===== config.mk =====
export PLATFORM = sky130hd
export DESIGN_NAME = id_ex_hazard_stage
export DESIGN_NICKNAME = d
export VERILOG_FILES = /design/src/rtl/mips_pipe_pkg.sv /design/src/rtl/id_ex_hazard_stage_hazard_detect.sv /design/src/rtl/id_ex_hazard_stage.sv
export SDC_FILE = /design/constraint.sdc
export NUM_CORES = 1
export LEC_CHECK = 0
export BUFFER_PORTS_ARGS = -buffer_cell sky130_fd_sc_hd__buf_4
export CAP_MARGIN = 30
export CORE_ASPECT_RATIO = 1.5
export CORE_MARGIN = 2
export CORE_UTILIZATION = 50
export CTS_BUF_LIST = sky130_fd_sc_hd__clkbuf_2 sky130_fd_sc_hd__clkbuf_4 sky130_fd_sc_hd__clkbuf_8
export DETAILED_ROUTE_END_ITERATION = 8
export MAX_ROUTING_LAYER = met4
export PLACE_DENSITY = 0.83
export SLEW_MARGIN = 15
export SYNTH_ARGS = -nofsm -noshare
export SYNTH_HDL_FRONTEND = slang
export SYNTH_SLANG_ARGS = --single-unit
export TNS_END_PERCENT = 50

===== constraint.sdc =====
create_clock -name clk -period 2.71 [get_ports clk]
set_clock_uncertainty 0.15 [all_clocks]
set_input_delay 0.271 -clock clk [delete_from_list [all_inputs] [get_ports clk]]
set_output_delay 0.271 -clock clk [all_outputs]
set_load 0.005 [all_outputs]

===== src/rtl/mips_pipe_pkg.sv =====
`default_nettype none
// ============================================================================
//  Module      : mips_pipe_pkg
//  Description : Shared types and constants for the 5-stage MIPS pipeline:
//                ALUOp classes, datapath widths, the packed control bundle
//                and the all-zero NOP control word.
//  Revision    : 1.0  initial release
// ============================================================================
package mips_pipe_pkg;

  localparam int REG_W  = 5;
  localparam int DATA_W = 32;

  // ALU operation classes handed from decode to the ALU control unit
  localparam logic [1:0] ALUOP_ADD   = 2'b00;
  localparam logic [1:0] ALUOP_SUB   = 2'b01;
  localparam logic [1:0] ALUOP_RTYPE = 2'b10;
  localparam logic [1:0] ALUOP_IMM   = 2'b11;

  typedef struct packed {
    logic       RegWrite;
    logic       MemRead;
    logic       MemWrite;
    logic       MemToReg;
    logic       ALUSrc;
    logic       RegDst;
    logic [1:0] ALUOp;
  } ctrl_t;

  // A bubble carries no side effects: no writes, no memory access
  localparam ctrl_t NOP_CTRL = '0;

  // Load in EX whose destination is a source of the instruction in ID.
  // $zero as the load destination is never a real dependency.
  function automatic logic loadUseHit(
    input logic             exMemRead,
    input logic [REG_W-1:0] exRt,
    input logic [REG_W-1:0] idRs,
    input logic [REG_W-1:0] idRt
  );
    return exMemRead && (exRt != '0) && ((exRt == idRs) || (exRt == idRt));
  endfunction

endpackage
`default_nettype wire


===== src/rtl/id_ex_hazard_stage_hazard_detect.sv =====
`default_nettype none
// ============================================================================
//  Module      : hazard_detect
//  Description : Combinational load-use stall detection and the matching
//                PC / IF-ID write enables.
//  Revision    : 1.0  initial release
// ============================================================================
module hazard_detect #(
  parameter int REG_W = 5
) (
  input  logic             i_reset,
  input  logic             i_flush,
  input  logic             i_hold,
  input  logic             i_idExMemRead,
  input  logic [REG_W-1:0] i_idExRegisterRt,
  input  logic [REG_W-1:0] i_ifIdRegisterRs,
  input  logic [REG_W-1:0] i_ifIdRegisterRt,
  output logic             o_stall,
  output logic             o_pcWrite,
  output logic             o_ifIdWrite
);
  import mips_pipe_pkg::*;

  logic w_rawHazard;
  logic w_frontFreeze;

  assign w_rawHazard = loadUseHit(i_idExMemRead, i_idExRegisterRt,
                                  i_ifIdRegisterRs, i_ifIdRegisterRt);

  // A taken branch discards the dependent instruction, a hold freezes
  // everything anyway, and reset state is a NOP: none of them may stall.
  assign o_stall = w_rawHazard && !i_flush && !i_hold && !i_reset;

  // The front end is frozen both for the bubble and for a global hold
  assign w_frontFreeze = o_stall || i_hold;
  assign o_pcWrite     = !w_frontFreeze;
  assign o_ifIdWrite   = !w_frontFreeze;

endmodule
`default_nettype wire


===== src/rtl/id_ex_hazard_stage.sv =====
`default_nettype none
// ============================================================================
//  Module      : id_ex_hazard_stage
//  Description : ID/EX pipeline register with integrated load-use hazard
//                detection. Inserts one bubble per load-use hazard, squashes
//                on flush, freezes on hold and counts inserted bubbles with
//                a saturating counter. The RUN/BUBBLE behaviour follows from
//                the registered MemRead bit alone; there is no state register.
//  Revision    : 1.0  initial release
// ============================================================================
module id_ex_hazard_stage #(
  parameter int DATA_W = 32,
  parameter int REG_W  = 5,
  parameter int CNT_W  = 16
) (
  input  logic              clk,
  input  logic              reset,
  input  logic [REG_W-1:0]  IF_ID_RegisterRs,
  input  logic [REG_W-1:0]  IF_ID_RegisterRt,
  input  logic [REG_W-1:0]  IF_ID_RegisterRd,
  input  logic              ID_RegWrite,
  input  logic              ID_MemRead,
  input  logic              ID_MemWrite,
  input  logic              ID_MemToReg,
  input  logic              ID_ALUSrc,
  input  logic              ID_RegDst,
  input  logic [1:0]        ID_ALUOp,
  input  logic [DATA_W-1:0] ID_ReadData1,
  input  logic [DATA_W-1:0] ID_ReadData2,
  input  logic [DATA_W-1:0] ID_Imm,
  input  logic              Flush,
  input  logic              Hold,
  output logic [REG_W-1:0]  ID_EX_RegisterRs,
  output logic [REG_W-1:0]  ID_EX_RegisterRt,
  output logic [REG_W-1:0]  ID_EX_RegisterRd,
  output logic              ID_EX_RegWrite,
  output logic              ID_EX_MemRead,
  output logic              ID_EX_MemWrite,
  output logic              ID_EX_MemToReg,
  output logic              ID_EX_ALUSrc,
  output logic              ID_EX_RegDst,
  output logic [1:0]        ID_EX_ALUOp,
  output logic [DATA_W-1:0] ID_EX_ReadData1,
  output logic [DATA_W-1:0] ID_EX_ReadData2,
  output logic [DATA_W-1:0] ID_EX_Imm,
  output logic              Stall,
  output logic              PCWrite,
  output logic              IF_ID_Write,
  output logic [CNT_W-1:0]  StallCount
);
  import mips_pipe_pkg::*;

  ctrl_t             w_idCtrl;
  ctrl_t             r_ctrl;
  logic [REG_W-1:0]  r_rs;
  logic [REG_W-1:0]  r_rt;
  logic [REG_W-1:0]  r_rd;
  logic [DATA_W-1:0] r_readData1;
  logic [DATA_W-1:0] r_readData2;
  logic [DATA_W-1:0] r_imm;
  logic [CNT_W-1:0]  r_stallCount;
  logic              w_stall;
  logic              w_pcWrite;
  logic              w_ifIdWrite;
  logic              w_countSat;

  assign w_idCtrl = '{RegWrite: ID_RegWrite, MemRead: ID_MemRead,
                      MemWrite: ID_MemWrite, MemToReg: ID_MemToReg,
                      ALUSrc: ID_ALUSrc, RegDst: ID_RegDst, ALUOp: ID_ALUOp};

  hazard_detect #(
    .REG_W (REG_W)
  ) u_hazard_detect (
    .i_reset          (reset),
    .i_flush          (Flush),
    .i_hold           (Hold),
    .i_idExMemRead    (r_ctrl.MemRead),
    .i_idExRegisterRt (r_rt),
    .i_ifIdRegisterRs (IF_ID_RegisterRs),
    .i_ifIdRegisterRt (IF_ID_RegisterRt),
    .o_stall          (w_stall),
    .o_pcWrite        (w_pcWrite),
    .o_ifIdWrite      (w_ifIdWrite)
  );

  assign w_countSat = &r_stallCount;

  // Pipeline register: reset > flush > hold > bubble > capture
  always_ff @(posedge clk) begin
    if (reset) begin
      r_ctrl       <= NOP_CTRL;
      r_rs         <= '0;
      r_rt         <= '0;
      r_rd         <= '0;
      r_readData1  <= '0;
      r_readData2  <= '0;
      r_imm        <= '0;
      r_stallCount <= '0;
    end else if (Flush || w_stall) begin
      // Both load a bubble; only a load-use bubble is counted
      r_ctrl      <= NOP_CTRL;
      r_rs        <= '0;
      r_rt        <= '0;
      r_rd        <= '0;
      r_readData1 <= '0;
      r_readData2 <= '0;
      r_imm       <= '0;
      if (w_stall && !w_countSat) begin
        r_stallCount <= r_stallCount + CNT_W'(1);
      end
    end else if (!Hold) begin
      r_ctrl      <= w_idCtrl;
      r_rs        <= IF_ID_RegisterRs;
      r_rt        <= IF_ID_RegisterRt;
      r_rd        <= IF_ID_RegisterRd;
      r_readData1 <= ID_ReadData1;
      r_readData2 <= ID_ReadData2;
      r_imm       <= ID_Imm;
    end
  end

  assign ID_EX_RegisterRs = r_rs;
  assign ID_EX_RegisterRt = r_rt;
  assign ID_EX_RegisterRd = r_rd;
  assign ID_EX_RegWrite   = r_ctrl.RegWrite;
  assign ID_EX_MemRead    = r_ctrl.MemRead;
  assign ID_EX_MemWrite   = r_ctrl.MemWrite;
  assign ID_EX_MemToReg   = r_ctrl.MemToReg;
  assign ID_EX_ALUSrc     = r_ctrl.ALUSrc;
  assign ID_EX_RegDst     = r_ctrl.RegDst;
  assign ID_EX_ALUOp      = r_ctrl.ALUOp;
  assign ID_EX_ReadData1  = r_readData1;
  assign ID_EX_ReadData2  = r_readData2;
  assign ID_EX_Imm        = r_imm;
  assign Stall            = w_stall;
  assign PCWrite          = w_pcWrite;
  assign IF_ID_Write      = w_ifIdWrite;
  assign StallCount       = r_stallCount;

endmodule
`default_nettype wire

# ---- Yosys cells after proc, flatten, opt, wreduce, memory -nomap -nowiden
# Cells that the tools add are included.
dict set report word_totals {
  reg_bits 135
  word_cells 35
  inputBits 123
  output_inout_bits 138
}
dict set report classes {
  n_eq_ne 2
  add_sub_neg 1
  n_reduce_logical 18
}
# op n
set ops {}
lappend ops {{$add 16x1->16 const B} 1}
lappend ops {{$reduce_and 16->1} 1}
lappend ops {{$eq 5x5->1} 2}
lappend ops {{$logic_and 1x1->1} 6}
lappend ops {{$logic_not 1->1} 5}
lappend ops {{$reduce_bool 5->1} 1}
lappend ops {{$logic_or 1x1->1} 3}
lappend ops {{$reduce_and 2->1} 1}
lappend ops {{$reduce_or 2->1} 1}

# ---- Longest topological paths before layout
# Gate-level depths: netlist of run 1.
dict set report depth {
  ltp_word 8
  depth_mapped 8
  mapped_depth_nobuf 6
}

# ---- By module
# A second synthesis of run 1 with hierarchy kept.
dict set report hier_totals {
  cells_unflattened 497
  hier_area_um2 5152.4
}
# mod area_each_um2 cells_per_inst seq_area_each_um2 instances
set modules_own_cells {}
lappend modules_own_cells {id_ex_hazard_stage 4989.8 476 2702.6 1}
lappend modules_own_cells {hazard_detect 162.7 21 0.0 1}

# ---- Worst setup path after synthesis of run 1
# No wires, ideal clock.
dict set report synth_path {
  kind {register to output}
  from {register r_rt[0] (netlist: ID_EX_RegisterRt[0])}
  to {output port PCWrite}
  slack_ns 0.626
  path_stages_with_launch 7
  t_required_ns 2.289
  t_arrival_ns 1.663
  n_path_buf 2
  cell_sequence {dfxtp_1 -> or4_1 -> o2111ai_2 -> buf_2 -> nor2_1 -> nor2_1 -> buf_4}
}
dict set report synth_via {
  elab_chain_len 8
  word_cells_on_any_way 11
  cone_classes {2 x eq/ne; 9 x reduce/logical}
}
# element line_no
set synth_rtl {}
lappend synth_rtl {{start, declared} id_ex_hazard_stage.sv:56} ;# logic [REG_W-1:0] r_rt;
lappend synth_rtl {{start signal, assigned} id_ex_hazard_stage.sv:114} ;# r_rt <= IF_ID_RegisterRt;
lappend synth_rtl {{$eq 5x5->1 / $reduce_bool 5->1 (equally long branches)} mips_pipe_pkg.sv:41} ;# return exMemRead && (exRt != '0) && ((exRt == idRs) || (exRt == idRt));
lappend synth_rtl {{$logic_or 1x1->1 / $logic_and 1x1->1 (equally long branches)} mips_pipe_pkg.sv:41}
lappend synth_rtl {{$logic_and 1x1->1 (*)} mips_pipe_pkg.sv:41}
lappend synth_rtl {{$logic_and 1x1->1 (*) (3 in a row)} id_ex_hazard_stage_hazard_detect.sv:32} ;# assign o_stall = w_rawHazard && !i_flush && !i_hold && !i_reset;
lappend synth_rtl {{via Stall} id_ex_hazard_stage.sv:46} ;# output logic Stall,
lappend synth_rtl {{$logic_or 1x1->1 (*)} id_ex_hazard_stage_hazard_detect.sv:35} ;# assign w_frontFreeze = o_stall || i_hold;
lappend synth_rtl {{$logic_not 1->1 (*)} -}
lappend synth_rtl {{end, declared} id_ex_hazard_stage.sv:47} ;# output logic PCWrite,
# Mark *: on every way through the listed nets, which the timed path passes. The rest lies on a longest branch.

# ---- Final worst setup path of run 1
dict set report layout_path {
  from {input port IF_ID_RegisterRt[1]}
  to {register r_readData1[19] (netlist: ID_EX_ReadData1[19])}
}
dict set report layout_via {
  elab_chain_len 8
}
# element line_no
set layout_rtl {}
lappend layout_rtl {{start, declared} id_ex_hazard_stage.sv:19} ;# input logic [REG_W-1:0] IF_ID_RegisterRt,
lappend layout_rtl {{$eq 5x5->1} mips_pipe_pkg.sv:41}
lappend layout_rtl {{$logic_or 1x1->1} mips_pipe_pkg.sv:41}
lappend layout_rtl {{$logic_and 1x1->1} mips_pipe_pkg.sv:41}
lappend layout_rtl {{$logic_and 1x1->1 (3 in a row)} id_ex_hazard_stage_hazard_detect.sv:32}
lappend layout_rtl {{$logic_or 1x1->1} id_ex_hazard_stage.sv:99} ;# end else if (Flush || w_stall) begin
lappend layout_rtl {{$reduce_or 2->1 (no line)} -}
lappend layout_rtl {{end signal, assigned} id_ex_hazard_stage.sv:116} ;# r_readData1 <= ID_ReadData1;
lappend layout_rtl {{end, declared} id_ex_hazard_stage.sv:58} ;# logic [DATA_W-1:0] r_readData1;
# Every way passes these cells.
# A chain may end at the register's enable or synchronous reset.

==> reports/metrics.csv, run 1 <==
metric;value;unit
combPwrFrac;0.175;
worstPathRequired;2.85;ns
dr_wl_met3;915;um
cp_top_family;buffers and inverters;
critPathMaxFanout;29;
ant_nets;0;
netlist_instances;517;
coreArea;0.0120;mm2
antenna_found_initial;0;
power_frac_seq;0.456;
synth_seq_area_share;0.439;
finalCritPeriodShare;0.969;
critPathKind;in -> reg;
powerDensity;467;mW/mm2
hold_viol;0;
max_slew_margin;0.411;
htree_levels;4;
rsz0062_at_grt;no;
tightest_slew;0.883;ns
p_int;3310;uW
gp_congestion;0.796;
clk_pin_slew_worst_paths;0.08;ns
vias_per_cell;5.04;
start_util;0.512;
slew_viol_final;0;
power_frac_clock;0.368;
fin_tns_setup;0;ns
die_x;94.6;um
cpMostUsedCell;buf_4;
setup_violations;0;
netSwitchingFraction;0.273;
drt-total-wl;19.3;mm
startpoint_type;input pin;
die_y;140;um
slowest_stage;dlygate4sd3_1;
syn_area_per_cell;11.9;um2
top_layer_used;met4;
root_buffer;clkbuf_8;
via_count;5357;
cts.sinks;135;
drt_pass1_iterations;4;
track_usage;0.299;
p_switching;1250;uW
cp-end-kind;flop;
ir_worst_vdd;0.000344;V
status;complete, no violations;
synth_cell_type_count;39;
ys_warn_count;0;
cp_slowest_stage_delay;0.55;ns
clock_path_buffers;2;
p_leak;0.00436;uW
fill_cells;651;
max_freq;381;MHz
drive_above_1_share;0.457;
io_buffers;260;
final_util;0.813;
nets;1021;
period_needed;2.63;ns
wl_per_cell;18.1;um
crit_arrival;2.76;ns
io_pins;261;
ys_ff_latch;135;
dieArea;0.0132;mm2
cts_tree;yes;
std_cell_rows;49;
netlist_area;0.00616;mm2
route.detailed.drc;0;
min_path_type;in -> reg;
cap_violations;0;
grt_pass1_vias;5916;
routed-wl-met2;10.7;mm
path_cells;dlygate4sd3_1 > buf_4 > xor2_1 > nor3_1 > a22oi_2 > buf_4 > o21ai_4 > buf_4 > nor2_1;
dp_hpwl;11.3;mm
insertion_delay;0.43;ns
grt_first_pass_wirelength;29.6;mm
drt_iter0_drc;158;
diodes;0;
wl_met1;6.81;mm
numCtsBuffers;17;
area_delta_synth_final;58.7;%
grt_max_degree;121;
overflow;0;
critPathBufInv;4;
synthesis.nets;641;
## what timing repair did
item,in CTS,in global routing
endpoints found under the setup margin,3,2
resized for setup,1,0
cloned,1,0
setup buffers,2,2
endpoints found under the hold margin,119,0
pin swaps,1,1
hold buffers,119,0
## cell usage after synthesis
cell | count | area [um2]
a211oi_1 | 1 | 7.51
a21oi_1 | 1 | 5.00
a221oi_1 | 1 | 8.76
a22oi_2 | 1 | 12.5
and2_1 | 4 | 25.0
and3_1 | 1 | 6.26
and4_1 | 2 | 17.5
buf_12 | 10 | 200
buf_2 | 3 | 15.0
buf_4 | 2 | 15.0
buf_6 | 3 | 33.8
clkbuf_1 | 18 | 67.6
dfxtp_1 | 135 | 2700
ha_1 | 1 | 12.5
inv_1 | 5 | 18.8
mux2_1 | 8 | 90.1
mux2_2 | 3 | 33.8
mux2i_1 | 119 | 1190
nand2_1 | 3 | 11.3
nand3_1 | 7 | 35.0
nand3b_1 | 1 | 7.51
nand4_1 | 2 | 12.5
nor2_1 | 37 | 139
nor2_4 | 100 | 1130
nor2b_1 | 11 | 68.8
nor3_1 | 4 | 20.0
nor3_2 | 1 | 10.0
nor4_1 | 9 | 56.3
nor4b_1 | 2 | 17.5
o2111ai_2 | 1 | 15.0
o21ai_2 | 1 | 8.76
o311ai_0 | 2 | 17.5
o31a_1 | 1 | 8.76
o31ai_1 | 1 | 7.51
o41ai_1 | 2 | 17.5
or2_1 | 1 | 6.26
or3_1 | 1 | 6.26
or4_1 | 2 | 15.0
xor2_1 | 10 | 87.6
## logic make-up (layout without fill, tap and decap cells)
logic type	Yosys count	in the layout	share of synthesized area
xor+xnor	10	10	0.0142
compound gates	12	13	0.0177
fa+ha+maj	1	1	0.00203
mux	130	130	0.214
simple gates	188	188	0.257
flops	135	135	0.439
buf+inv	41	433	0.0569
## power groups by stage
stage | registers [uW] | logic, uW | clock network, uW
after floorplan | 2120 | 365 | 0
after global placement | 2120 | 610 | 0
after detailed placement | 2120 | 627 | 0
after CTS | 2080 | 777 | 1680
after global routing | 2090 | 841 | 1790
final | 2080 | 798 | 1680
## through the flow
| stage | hold WS, ns | cell area, um2 | setup WS [ns] | total power [uW] | cells |
|---|---|---|---|---|---|
| floorplan | 0.265 | 6160 | 0.626 | 2490 | 517 |
| global placement | 0.329 | 8140 | 0.336 | 2730 | 907 |
| detailed placement | 0.343 | 8140 | 0.271 | 2750 | 907 |
| CTS | 0.0266 | 9760 | 0.0524 | 4540 | 1061 |
| global route | 0.0537 | 9770 | 0.0335 | 4720 | 1063 |
| finish | 0.0551 | 9770 | 0.0847 | 4560 | 1063 |
## layer usage
layer  GRT usage  up-vias
met5           -        -
met2       0.550      231
li1            -     2532
met1       0.294     2521
met3      0.0613       73
met4       0.134        0
## layout make-up
type	instances	area [um2]	area share
repair buffers	396	3340	0.341
multi-input cells	342	3130	0.320
flip-flops and latches	135	2700	0.277
clock buffers	18	241	0.0247
well taps	153	191	0.0196
clock inverters	14	151	0.0155
inverters	5	18.8	0.00192
## layout by cell type, fill, tap and decap left out, drive strengths merged, types with 2 or more instances in the layout
master       instances
inv                  8
nor2b               11
nand2                3
or4                  2
nor2               137
nor4b                2
nor4                 9
a22oi                2
nand3                7
bufinv               2
clkbuf              18
clkinv               4
xor2                10
and2                 4
nor3                 5
and4                 2
dfxtp              135
nand4                2
mux2i              119
buf                277
dlygate4sd3        119
o41ai                2
mux2                11
o311ai               2
clkinvlp             5
## state kept, by name, summed over array words and instances (netlist names)
register	flops
ID_EX_RegisterRd	5
ID_EX_RegisterRs	5
ID_EX_RegDst	1
ID_EX_Imm	32
ID_EX_MemRead	1
ID_EX_MemWrite	1
ID_EX_RegWrite	1
ID_EX_ALUOp	2
ID_EX_ReadData1	32
ID_EX_MemToReg	1
StallCount	16
ID_EX_ALUSrc	1
ID_EX_RegisterRt	5
ID_EX_ReadData2	32
## worst reg2reg max path, cell delays in order (launching register included)
cell     delay [ns]
dfxtp_1        0.47
xor2_1         0.11
nor3_1         0.40
a22oi_2        0.18
buf_4          0.19
o21ai_4        0.21
buf_4          0.52
nor2_1         0.15
## final timing paths
path / start / endpoint / slack [ns] / cells after the start
min: reset / StallCount[12]$_SDFFE_PP0P_ / 0.06 / 2
max: IF_ID_RegisterRt[1] / ID_EX_ReadData1[19]$_SDFFE_PP0N_ / 0.08 / 9
min reg2reg: ID_EX_ReadData1[11]$_SDFFE_PP0N_ / ID_EX_ReadData1[11]$_SDFFE_PP0N_ / 0.36 / 2
max reg2reg: ID_EX_RegisterRt[4]$_SDFFE_PP0N_ / ID_EX_ReadData1[19]$_SDFFE_PP0N_ / 0.18 / 7
(Power assumes the default switching activity.)
==> run 2, diff against run 1 <==
==> constraint.sdc (replaced) <==
create_clock -name clk -period 2.8 [get_ports clk]
set_clock_uncertainty 0.15 [all_clocks]
set_input_delay 0.28 -clock clk [delete_from_list [all_inputs] [get_ports clk]]
set_output_delay 0.28 -clock clk [all_outputs]
set_load 0.005 [all_outputs]
==> reports/metrics.csv, run 2 (synthesis gave the netlist of run 1 again) <==
metric;value;unit;change
finalCritPeriodShare;0.906;;
drt_pass1_iterations;7;;was 4
clk_pin_slew_worst_paths;0.09;ns;was 0.08 ns
seqCellArea;0.00270;mm2;unchanged
fin_tns_setup;0;ns;unchanged
hold_viol;0;;unchanged
start_util;0.512;;unchanged
critPathKind;reg -> out;;was in -> reg
critPathMaxFanout;5;;was 29
insertion_delay;0.45;ns;was 0.43 ns
io_buffers;260;;unchanged
layout_common_cells;buf_4, dfxtp_1, mux2i_1, dlygate4sd3_1, nor2_4;;unchanged
ir_worst_vdd;0.000403;V;was 0.000344 V
cp-end-kind;output pin;;was flop
vias_per_cell;5.06;;was 5.04
antenna_found_initial;1;;was 0
std_cell_rows;49;;unchanged
area_delta_synth_final;58.2;%;was 58.7%
route.detailed.drc;0;;unchanged
rsz0062_at_grt;no;;unchanged
grt_first_pass_wirelength;29.5;mm;was 29.6 mm
min_path_type;in -> reg;;unchanged
r2r_cells;6;;was 7
status;complete, no violations;;unchanged
cap_violations;0;;unchanged
crit_arrival;2.11;ns;was 2.76 ns
coreArea;0.0120;mm2;unchanged
powerDensity;446;mW/mm2;was 467 mW/mm2
p_leak;0.00434;uW;was 0.00436 uW
numCtsBuffers;17;;unchanged
fill_cells;657;;was 651
dp_cells;905;;was 907
hold_path_depth;2;;unchanged
overflow;0;;unchanged
worst_hold_startpoint;reset;;unchanged
dieArea;0.0132;mm2;unchanged
wl_per_cell;18.1;um;about the same
gp_congestion;0.826;;was 0.796
clock_path_buffers;2;;unchanged
power;4350;uW;was 4560 uW
slew_viol_final;0;;unchanged
final_util;0.810;;was 0.813
ant_nets;0;;unchanged
cts_tree;yes;;unchanged
timing.hold.ws;0.0542;ns;was 0.0551 ns
period_needed;2.54;ns;
rrSetupSlack;0.48;ns;was 0.18 ns
via_count;5368;;was 5357
worstPathRequired;2.37;ns;was 2.85 ns
startpoint_type;flop;;was input pin
r2r_end;StallCount[13]$_SDFFE_PP0P_;;was ID_EX_ReadData1[19]$_SDFFE_PP0N_
r2r-start;ID_EX_RegisterRt[4]$_SDFFE_PP0N_;;unchanged
htree_levels;4;;unchanged
drt-total-wl;19.2;mm;was 19.3 mm
max_slew_margin;0.389;;was 0.411
setup_violations;0;;unchanged
io_pins;261;;unchanged
holdPathEnd;StallCount[12]$_SDFFE_PP0P_;;unchanged
drt_iter0_drc;147;;was 158
tightest_slew;0.916;ns;was 0.883 ns
cts.sinks;135;;unchanged
stdcell_count;1060;;was 1063
drive_above_1_share;0.456;;was 0.457
grt_max_degree;121;;unchanged
track_usage;0.299;;about the same
die_x;94.6;um;unchanged
die_y;140;um;unchanged
nets;1017;;was 1021
root_buffer;clkbuf_8;;unchanged
layout_commonest_cell;buf_4;;unchanged
grt_pass1_vias;5876;;was 5916
max_freq;394;MHz;
dp_hpwl;11.5;mm;was 11.3 mm
multi_input_area;0.00312;mm2;was 0.00313 mm2
## run 2: worst max-delay path, stage by stage, from the launching register on
cell and delay (ns):
dfxtp_1 0.36, or4_1 0.61, o2111ai_4 0.28, nor2_1 0.10, nor2_1 0.16, buf_4 0.14
## run 2: power by group
part / switching (uW) / leakage [uW] / internal, uW
logic: 347 / 0.00306 / 424
registers: 38.4 / 0.00110 / 1970
clock network: 831 / 0.000176 / 730
## run 2: what timing repair did
item	in CTS	in global routing
buffers inserted	0	3
hold buffers	119	0
gates resized for setup	1	0
endpoints found under the setup margin	2	2
hold endpoints to repair	119	0
pin swaps	0	1
cloned	0	0
## run 2: metrics by stage
| step | area, um2 | setup slack (ns) |
|---|---|---|
| finish | 9740 | 0.264 |
| floorplan | 6160 | 0.707 |
| global route | 9740 | 0.128 |
| global placement | 8140 | 0.448 |
| detailed placement | 8140 | 0.347 |
| CTS | 9710 | 0.0812 |
## run 2: layer usage
metal	vias to the layer above	share of wire	GRT usage
met3	65	0.057	0.0689
met1	2533	0.34	0.289
met4	0	0.045	0.155
li1	2527	-	-
met5	-	0	-
met2	243	0.56	0.542
## run 2: final cells by class
class / instances / share of cell area
Sequential cell: 135 / 0.277
Clock buffer: 19 / 0.0256
Antenna cell: 1 / 0.000257
Timing Repair Buffer: 393 / 0.342
Clock inverter: 13 / 0.0128
Inverter: 5 / 0.00193
Tap cell: 153 / 0.0197
Multi-Input combinational cell: 341 / 0.321
## run 2: worst max-delay path by stage
| stage | start | end | slack (ns) | cells past startpoint |
|---|---|---|---|---|
| floorplan | ID_EX_RegisterRt[0]$_SDFFE_PP0N_ | PCWrite | 0.71 | 6 |
| global placement | reset | ID_EX_ReadData2[10]$_SDFFE_PP0N_ | 0.45 | 7 |
| detailed placement | reset | StallCount[9]$_SDFFE_PP0P_ | 0.35 | 6 |
| CTS | ID_EX_RegisterRt[0]$_SDFFE_PP0N_ | IF_ID_Write | 0.08 | 5 |
| global route | ID_EX_RegisterRt[0]$_SDFFE_PP0N_ | IF_ID_Write | 0.13 | 5 |
| finish | ID_EX_RegisterRt[0]$_SDFFE_PP0N_ | IF_ID_Write | 0.26 | 5 |
==> run 3, diff against run 2 <==
--- a/config.mk
+++ b/config.mk
@@ -7,13 +7,12 @@
 export LEC_CHECK = 0
 export BUFFER_PORTS_ARGS = -buffer_cell sky130_fd_sc_hd__buf_4
 export CAP_MARGIN = 30
-export CORE_ASPECT_RATIO = 1.5
 export CORE_MARGIN = 2
-export CORE_UTILIZATION = 50
-export CTS_BUF_LIST = sky130_fd_sc_hd__clkbuf_2 sky130_fd_sc_hd__clkbuf_4 sky130_fd_sc_hd__clkbuf_8
+export CORE_UTILIZATION = 48
+export CTS_BUF_LIST = sky130_fd_sc_hd__clkbuf_16
 export DETAILED_ROUTE_END_ITERATION = 8
 export MAX_ROUTING_LAYER = met4
-export PLACE_DENSITY = 0.83
+export PLACE_DENSITY = 0.8
 export SLEW_MARGIN = 15
 export SYNTH_ARGS = -nofsm -noshare
 export SYNTH_HDL_FRONTEND = slang
==> reports/metrics.csv, run 3 (synthesis gave the netlist of run 1 again) <==
metric;value;unit;change
layout_commonest_cell;buf_4;;unchanged
clock_path_buffers;2;;unchanged
layout_common_cells;buf_4, dfxtp_1, mux2i_1;;was buf_4, dfxtp_1, mux2i_1, dlygate4sd3_1, nor2_4
multi_input_area;0.00312;mm2;unchanged
max_slew_margin;0.340;;was 0.389
placed_area;0.00814;mm2;about the same
io_pins;261;;unchanged
dp_cells;923;;was 905
finalCritPeriodShare;0.938;;was 0.906
clk_pin_slew_worst_paths;0.06;ns;was 0.09 ns
grt_first_pass_wirelength;27.9;mm;was 29.5 mm
cts.sinks;135;;unchanged
wl_per_cell;17.7;um;was 18.1 um
start_util;0.490;;was 0.512
tightest_slew;0.990;ns;was 0.916 ns
slew_viol_final;0;;unchanged
track_usage;0.276;;was 0.299
startpoint_type;flop;;unchanged
vias_per_cell;4.94;;was 5.06
setup_violations;0;;unchanged
fin_tns_setup;0;ns;unchanged
rrSetupSlack;0.41;ns;was 0.48 ns
drive_above_1_share;0.461;;was 0.456
grt_max_degree;121;;unchanged
cp-end-kind;output pin;;unchanged
insertion_delay;0.41;ns;was 0.45 ns
period_needed;2.63;ns;was 2.54 ns
die_y;117;um;was 140 um
powerDensity;529;mW/mm2;was 446 mW/mm2
grt_pass1_vias;5563;;was 5876
area_delta_synth_final;60.3;%;was 58.2%
critPathMaxFanout;12;;was 5
coreArea;0.0126;mm2;was 0.0120 mm2
fill_cells;761;;was 657
drt_iter0_drc;278;;was 147
cap_violations;0;;unchanged
crit_arrival;2.20;ns;was 2.11 ns
status;complete, no violations;;unchanged
min_path_type;in -> reg;;unchanged
overflow;0;;unchanged
die_x;117;um;was 94.6 um
drt-total-wl;18.8;mm;was 19.2 mm
rsz0062_at_grt;no;;unchanged
ir_worst_vdd;0.000525;V;was 0.000403 V
route.detailed.drc;0;;unchanged
cts_tree;yes;;unchanged
nets;1001;;was 1017
diodes;0;;was 1
final_area;0.00987;mm2;was 0.00974 mm2
max_freq;381;MHz;was 394 MHz
root_buffer;clkbuf_16;;was clkbuf_8
ant_nets;0;;unchanged
gp_congestion;0.893;;was 0.826
p_leak;0.00440;uW;was 0.00434 uW
htree_levels;4;;unchanged
std_cell_rows;41;;was 49
io_buffers;260;;unchanged
antenna_found_initial;0;;was 1
hold_viol;0;;unchanged
stdcell_count;1062;;was 1060
dieArea;0.0137;mm2;was 0.0132 mm2
worstPathRequired;2.37;ns;about the same
via_count;5244;;was 5368
numCtsBuffers;17;;unchanged
seqCellArea;0.00270;mm2;unchanged
dp_hpwl;10.9;mm;was 11.5 mm
critPathKind;reg -> out;;unchanged
drt_pass1_iterations;4;;was 7
## run 3: cell count changes in the layout (fill, tap and decap cells not counted), sizes merged
cell | previous run | this run
buf | 274 | 272
bufinv | 1 | 5
clkbuf | 19 | 17
clkinv | 4 | 5
clkinvlp | 5 | 3
diode | 1 | 0
dlygate4sd3 | 119 | 105
inv | 8 | 7
## run 3: final cells by class
class                           instances  area share
Clock buffer                           17      0.0431
Clock inverter                         15      0.0228
Inverter                                5     0.00190
Multi-Input combinational cell        341       0.316
Sequential cell                       135       0.274
Tap cell                              172      0.0218
Timing Repair Buffer                  377       0.320
## run 3: power by group
part,internal (uW),switching (uW)
registers,1980,39.2
logic,411,338
clock network,1580,872
## run 3: critical path, cell delays in order, from the launching register on
cell and delay, ns:
dfxtp_1 0.36, or4_1 0.60, o2111ai_4 0.40, nor2_1 0.15
nor2_1 0.15, buf_4 0.13
## run 3: path summary, 6_finish.rpt
check / start / endpoint / cells after the start
setup reg to reg: StallCount[0]$_SDFFE_PP0P_ / StallCount[4]$_SDFFE_PP0P_ / 7
hold / removal: ID_ReadData2[0] / ID_EX_ReadData2[0]$_SDFFE_PP0N_ / 3
hold reg to reg: ID_EX_ReadData1[22]$_SDFFE_PP0N_ / ID_EX_ReadData1[22]$_SDFFE_PP0N_ / 2
setup / recovery: ID_EX_RegisterRt[0]$_SDFFE_PP0N_ / IF_ID_Write / 5
## run 3: layer usage
layer | global-route usage | share of wire
met5 | - | 0
met4 | 0.142 | 0.034
met3 | 0.0623 | 0.051
met2 | 0.496 | 0.55
met1 | 0.281 | 0.36
## run 3: what timing repair did
action / CTS / global route
endpoints found under the setup margin: 0 / 3
hold buffers: 105 / 0
resized for setup: 0 / 1
endpoints found under the hold margin: 105 / 0
buffers inserted: 0 / 2
## run 3: per-stage QoR
stage,hold WS [ns],power [uW],setup WS [ns],util
detailed placement,0.338,2660,0.316,0.648
global route,0.00139,5390,0.0365,0.785
global placement,0.329,2640,0.487,0.648
finish,0.00765,5220,0.174,0.785
CTS,0.00125,5220,0.0187,0.783
floorplan,0.274,2410,0.707,-
